[src/rtl/fetch_unit.sv]
`default_nettype none
// ============================================================================
// Module   : fetch_unit
// Purpose  : Single-outstanding instruction fetch feeding a 2-entry {inst,pc}
//            queue. Optional macro FETCH_BYPASS_EN presents an accepted memory
//            response combinationally when the queue is empty.
// Revision : 1.0 - initial release
// ============================================================================
module fetch_unit #(
    parameter int                  ADDRSIZE = 64,
    parameter logic [ADDRSIZE-1:0] RESETPC  = '0
) (
    input  logic                clk,
    input  logic                rst,
    input  logic                redirect,
    input  logic [ADDRSIZE-1:0] target,
    output logic                imem_req,
    output logic [ADDRSIZE-1:0] imem_addr,
    input  logic                imem_ack,
    input  logic [31:0]         imem_data,
    output logic                inst_valid,
    output logic [31:0]         inst,
    output logic [ADDRSIZE-1:0] inst_pc,
    input  logic                inst_ready
);

    localparam logic [1:0] IDLE  = 2'd0;
    localparam logic [1:0] WAIT  = 2'd1;
    localparam logic [1:0] DRAIN = 2'd2;

    logic [1:0]          state;
    logic [ADDRSIZE-1:0] pc;
    logic [ADDRSIZE-1:0] req_addr;

    logic [31:0]         q_inst [0:1];
    logic [ADDRSIZE-1:0] q_pc   [0:1];
    logic                rd_ptr;
    logic                wr_ptr;
    logic [1:0]          count;

    logic                issue;
    logic                accept;
    logic                bypass;
    logic                push;
    logic                pop;

    // rst gates the idle request so imem_req reads 0 while reset is held
    assign issue  = (state == IDLE) && (count < 2'd2) && !redirect && !rst;
    assign accept = (state == WAIT) && imem_ack && !redirect;

`ifdef FETCH_BYPASS_EN
    assign bypass = accept && (count == 2'd0);
`else
    assign bypass = 1'b0;
`endif

    assign imem_req   = issue || (state == WAIT) || (state == DRAIN);
    assign imem_addr  = (state == IDLE) ? pc : req_addr;

    assign inst_valid = !redirect && ((count != 2'd0) || bypass);
    assign inst       = bypass ? imem_data : q_inst[rd_ptr];
    assign inst_pc    = bypass ? req_addr  : q_pc[rd_ptr];

    // A bypassed word consumed in its ack cycle never occupies a queue slot
    assign pop  = inst_valid && inst_ready && (count != 2'd0);
    assign push = accept && !(bypass && inst_ready);

    always_ff @(posedge clk or posedge rst) begin
        if (rst) begin
            state    <= IDLE;
            pc       <= RESETPC;
            req_addr <= '0;
        end else begin
            case (state)
                IDLE: begin
                    if (issue) begin
                        state    <= WAIT;
                        req_addr <= pc;
                    end
                end
                WAIT: begin
                    if (imem_ack) begin
                        state <= IDLE;
                    end else if (redirect) begin
                        state <= DRAIN;
                    end
                end
                DRAIN: begin
                    if (imem_ack) begin
                        state <= IDLE;
                    end
                end
                default: state <= IDLE;
            endcase

            if (redirect) begin
                pc <= target;
            end else if (accept) begin
                pc <= req_addr + ADDRSIZE'(4);
            end
        end
    end

    always_ff @(posedge clk or posedge rst) begin
        if (rst) begin
            q_inst[0] <= '0;
            q_inst[1] <= '0;
            q_pc[0]   <= '0;
            q_pc[1]   <= '0;
            rd_ptr    <= 1'b0;
            wr_ptr    <= 1'b0;
            count     <= 2'd0;
        end else if (redirect) begin
            rd_ptr <= 1'b0;
            wr_ptr <= 1'b0;
            count  <= 2'd0;
        end else begin
            if (push) begin
                q_inst[wr_ptr] <= imem_data;
                q_pc[wr_ptr]   <= req_addr;
                wr_ptr         <= ~wr_ptr;
            end
            if (pop) begin
                rd_ptr <= ~rd_ptr;
            end
            case ({push, pop})
                2'b10:   count <= count + 2'd1;
                2'b01:   count <= count - 2'd1;
                default: count <= count;
            endcase
        end
    end

endmodule
`default_nettype wire
[config.mk]
export PLATFORM = sky130hd
export DESIGN_NAME = fetch_unit
export DESIGN_NICKNAME = d
export VERILOG_FILES = /design/src/rtl/fetch_unit.sv
export SDC_FILE = /design/constraint.sdc
export NUM_CORES = 1
export LEC_CHECK = 0
export CORE_MARGIN = 2
export CORE_UTILIZATION = 35
export CTS_CLUSTER_DIAMETER = 60
export DETAILED_ROUTE_END_ITERATION = 10
export GPL_TIMING_DRIVEN = 1
export PLACE_DENSITY = 0.55
export RECOVER_POWER = 50
export SETUP_SLACK_MARGIN = 0.1
export SLEW_MARGIN = 20
export SYNTH_ARGS = -nofsm -noshare
export SYNTH_HDL_FRONTEND = slang
export SYNTH_SLANG_ARGS = --single-unit
[constraint.sdc]
create_clock -name clk -period 15.7 [get_ports clk]
set_clock_uncertainty 0.1 [all_clocks]
set_input_delay 4.71 -clock clk [delete_from_list [all_inputs] [get_ports clk]]
set_output_delay 4.71 -clock clk [all_outputs]
set_load 0.01 [all_outputs]
==> run metrics, run 1 <==
reg2reg start state[1]; Clock Tree Root clkbuf_16; CTS max path bufs 3; Syn Inst Count between 1000 and 1500; GPL Wtd Cong about 0.74; synthesized cell area ~16000 sq um; Fmax roughly 82 MHz; PnR worst setup slack about 3400 ps; post-synth cell types 44; Synth top area share about half; status finished with violations; maximum VDD drop about 0.074 mV; CTS Buf Count 40; Core Footprint between 40000 and 50000 sq um; pwr dens approximately 150 nW/um^2; register area share after synthesis between 50 and 60%; crit path to imem_req; worst rel slew slack -342.9%; Synth area leaders dfrtp_1, mux2_2, nand2_1, xor2_1, clkbuf_1; non-filler cells, final ~2100; htree depth 2; final core utilization between 40 and 50%; gr usage total roughly a fifth; Post-CTS Setup Inserts 0; Synth warnings 0; drt initial violations about 560; Slew Viols, Final between 400 and 500; die height 217.0 um; Slew @ Worst Pin 6607 ps; largest net degree at the start of global routing 186; crit end category output pin; clock-pin transition on the worst setup and hold timing paths ~50 ps; worst hold slack between 300 and 400 ps; vias in the first global route between 10000 and 15000; total wire length 44090 um; pre-CTS setup slack between 4000 and 5000 ps; DRT Pass-1 Iters 5; DRT antenna net count 0; residual DRC count 0; Vias around 11000; Max-Cap Viols 8; final instance area 20260 sq um; synthesized area per cell 12.32 sq um; final setup TNS 0 ps; number of synthesized flops with an enable pin 0; Post-CTS Hold Buffers 0; Crit. Startpoint rst; Clk Latency, worst-skew pair 560 ps; RSZ-0062 raised after global routing no; CTS tree done; Port Buf Inserts about 260; critical path arrival about 7500 ps; top_reg_cell synth dfrtp_1; clk sinks between 300 and 400; Total Power approximately 3.1 mW; die width 217.0 um; Reg2Reg Depth 5; Leak Pwr ~8.6 nW; Rows 78; Final period util roughly four fifths; drt via density between 5 and 6; GRT overflow 0; Wirelength per Cell about 21 um; io pins approximately 260; DIE AREA 47070 sq um; first-pass GRT wire length roughly 68000 um; Worst R2R End req_addr[63]; Crit Path Category in2out; syn nets approximately 1400; DPL Wire Length between 20000 and 30000 um; Synth Register Bits around 330; Final Hold Fails 0; CP Launch Type primary input; Layout Nets around 1600; Antenna diodes 0; initial core utilization between 30% and 40%; DP Area 18990 sq um; share of layout cells above drive strength 1 32.62%; Area Overhead vs Synth 27.60%; dpl cells slightly above 2000; hold crit path type reg2reg; initial antenna violation count 0; Synth async-reset ratio 100.0%; reg2reg setup slack between 10000 and 15000 ps; WP data required around 11000 ps; violated checks capacitance limit, slew limit; cts repair resizes 0; Critical Path Fanout Max 31; Yosys top cell by area dfrtp_1; fin crit period ~12000 ps; # setup viols final 0
==> cells by family after synthesis <==
logic type	after synthesis	share of synthesized area, %
AOI/OAI and AO/OA	101	3.981
xor gates and xnor gates	59	3.255
adders and majority gates	1	0.07881
buffers and inverters	110	2.806
DFF	326	51.39
muxes	427	30.15
and+or+nand+nor	264	8.339
==> per-layer routing <==
metal,vias to the layer above,wire [um],track usage [%]
met3,59,1963,3.312
met2,218,20580,30.07
li1,5022,-,-
met5,-,0,0
met4,0,1008,5.616
met1,5467,20530,25.76
==> worst min path at each step <==
stage | startpoint | end | cells past startpoint
floorplan | q_pc[11] | q_pc[11] | 2
global placement | q_pc[11] | q_pc[11] | 2
detailed placement | q_pc[11] | q_pc[11] | 2
CTS | q_pc[11] | q_pc[11] | 2
global route | q_pc[11] | q_pc[11] | 2
finish | q_pc[50] | q_pc[50] | 2
==> cell usage after synthesis (6+ instances only) <==
master,number
nor3_1,12
clkbuf_1,78
o21ai_0,40
buf_2,18
nand4_1,25
mux2i_1,18
a21oi_1,23
nand2_1,103
inv_1,7
nor2_1,49
dfrtp_1,326
o221ai_1,20
mux2_2,409
and3_1,6
xnor2_1,25
xor2_1,34
and4_1,6
nor3b_1,13
nand3_1,21
==> registers in the layout, summed over array words and instances (netlist names) <==
register / cells
rd_ptr: 1
req_addr: 64
pc: 64
wr_ptr: 1
q_pc: 128
state: 2
count: 2
q_inst: 64
==> cell usage in the layout (no fill, tap or decap), drive strengths merged, types with 2 or more instances in the layout <==
cell type and count:
clkdlybuf4s50 259, clkinv 9, or4 2, xnor2 25, nand2b 3, clkinvlp 4
o21ai 45, nor3 13, and4 6, buf 11, nand2 103, dfrtp 326
dlygate4sd3 2, and3 6, mux2 409, nand4 27, inv 8, bufinv 2
o31ai 8, nor4 6, nor3b 13, a21oi 23, nor2 49, xor2 34
or3 2, mux2i 18, nor2b 4, o221ai 20, or2 2, nand3 21
and2 5, clkbuf 63
==> critical path, cell delays in order <==
cell	delay, ps
dlygate4sd3_1	560
nor3_1	190
nand2_1	940
nand3_1	430
clkdlybuf4s50_1	590
==> where the power goes <==
group	leakage (nW)	internal, mW	total (mW)	switching [mW]
clock	0.641	0.548	0.917	0.368
sequential	4.14	1.06	1.24	0.186
combinational	3.84	0.577	0.939	0.362
total	8.62	2.18	3.10	0.916
==> area by class of cell <==
class	count	area, sq um
clock inverter	16	148.9
inverter	7	27.53
multi-input combinational	852	7273
timing repair buffer	277	2734
sequential	326	8162
clock buffer	58	1160
tap	600	750.7
fill	4209	24830
Note: power is estimated with default switching activity, not from simulation.
==> run 2: changes to the inputs <==
- PLACE_DENSITY: 0.55 -> 0.57
- clock period: 15.7 -> 10.3 ns (I/O delays scaled with it)
==> run metrics, run 2 (synthesis gave the netlist of run 1 again) <==
# setup viols final 0; Port Buf Inserts 262; Wirelength per Cell between 20 and 25 um; initial core utilization about a third; WP data required roughly 11000 ps; status finished with violations; hold crit path type reg2reg; die height roughly 220 um; Rows between 70 and 80; CP Launch Type primary input; GRT overflow 0; CTS max path bufs 3; DIE AREA between 40000 and 50000 sq um; pre-CTS setup slack just under 2000 ps; Area Overhead vs Synth 28.38%; violated checks capacitance limit, slew limit; largest net degree at the start of global routing between 150 and 200; Reg with most FFs q_pc; drt initial violations 658; critical path arrival between 8000 and 9000 ps; Critical Path Fanout Max 65; drt via density between 5 and 6; clock-pin transition on the worst setup and hold timing paths 60 ps; PnR worst setup slack between 1500 and 2000 ps; Core Footprint 45090 sq um; fin crit period 8486 ps; Antenna diodes 0; Clk Latency, worst-skew pair 560 ps; Fmax 117.8 MHz; Max-Cap Viols 7; Largest register FFs 128; Layout Nets 1608; most common cell after layout, fill and taps aside mux2_2; pwr dens ~240 nW/um^2; Final period util around 82%; Slew Viols, Final 439; gr usage total a little under a fifth; maximum VDD drop roughly 0.10 mV; Slew @ Worst Pin between 3000 and 4000 ps; commonest cells after routing, fill and taps aside mux2_2, dfrtp_1, clkdlybuf4s50_1; initial antenna violation count 1; Final Hold Fails 0; Clock Tree Root clkbuf_16; total wire length approximately 44000 um; clk sinks about 330; vias in the first global route 11700; io pins 263; residual DRC count 0; die width between 200 and 250 um; DRT antenna net count 0; first-pass GRT wire length just under 70000 um; CTS tree done; final setup TNS 0 ps; htree depth 2; RSZ-0062 raised after global routing no; DRT Pass-1 Iters 4; Post-CTS Hold Buffers 0; CTS Buf Count 42; Vias roughly 11000; cts repair resizes 0; DPL Wire Length ~28000 um; GPL Wtd Cong between 0.7 and 0.8; Post-CTS Setup Inserts 0; crit end category register; worst rel slew slack -151.3%; share of layout cells above drive strength 1 about 33%; Crit Path Category in2reg; Leak Pwr 8.679 nW
[run 2: cell types whose count changed in the layout (fill, tap and decap cells not counted), sizes merged]
cell,change
clkbuf,+5
buf,-1
[run 2: worst paths after layout]
path                           from         to  slack [ps]  depth (start not counted)
setup / recovery           imem_ack    q_pc[8]        1810                          7
hold / removal             q_pc[11]   q_pc[11]         380                          2
setup reg to reg           state[0]    q_pc[8]        4360                          7
hold reg to reg            q_pc[11]   q_pc[11]         380                          2
max in group asynchronous       rst     rd_ptr        3170                          3
min in group asynchronous       rst  q_pc[126]        4090                          3
[run 2: per-stage QoR]
stage	power (mW)	instance area [sq um]	hold WS [ps]	instances	utilization [%]
final	4.793	20380	377.0	2140	45.20
after global routing	5.046	20380	412.5	2140	45.20
after CTS	4.862	20410	383.6	2139	45.26
after detailed placement	3.362	19000	370.8	2061	42.14
after global placement	3.327	19000	356.9	2061	42.14
after floorplan	2.635	15880	344.4	1288	-
[run 2: final cells by class]
type	count	area, sq um
fillers	4241	24710
clock inverters	16	147.6
flip-flops and latches	326	8162
well taps	600	750.7
inverters	7	27.53
clock buffers	62	1260
repair buffers	277	2731
multi-input cells	852	7300
[run 2: worst max-delay path: stages]
cell	delay [ps]
dlygate4sd3_1	600
nand2_2	70
clkbuf_1	1970
nor2_1	160
nand2_1	1450
buf_4	950
mux2_2	430
[run 2: power breakdown]
group | internal [mW] | leakage [nW] | switching, mW
Clock | 0.900 | 0.691 | 0.563
Sequential | 1.61 | 4.14 | 0.286
Combinational | 0.881 | 3.84 | 0.555
Total | 3.39 | 8.68 | 1.40
[run 2: layer usage]
layer / part of all wire, % / GRT usage, % / vias to the layer above / wire (um)
li1: - / - / 5025 / -
met1: 46 / 25.24 / 5624 / 20340
met2: 47 / 30.63 / 215 / 20840
met3: 4.1 / 3.145 / 62 / 1820
met4: 2.3 / 6.005 / 2 / 1005
met5: 0.039 / 0 / - / 17
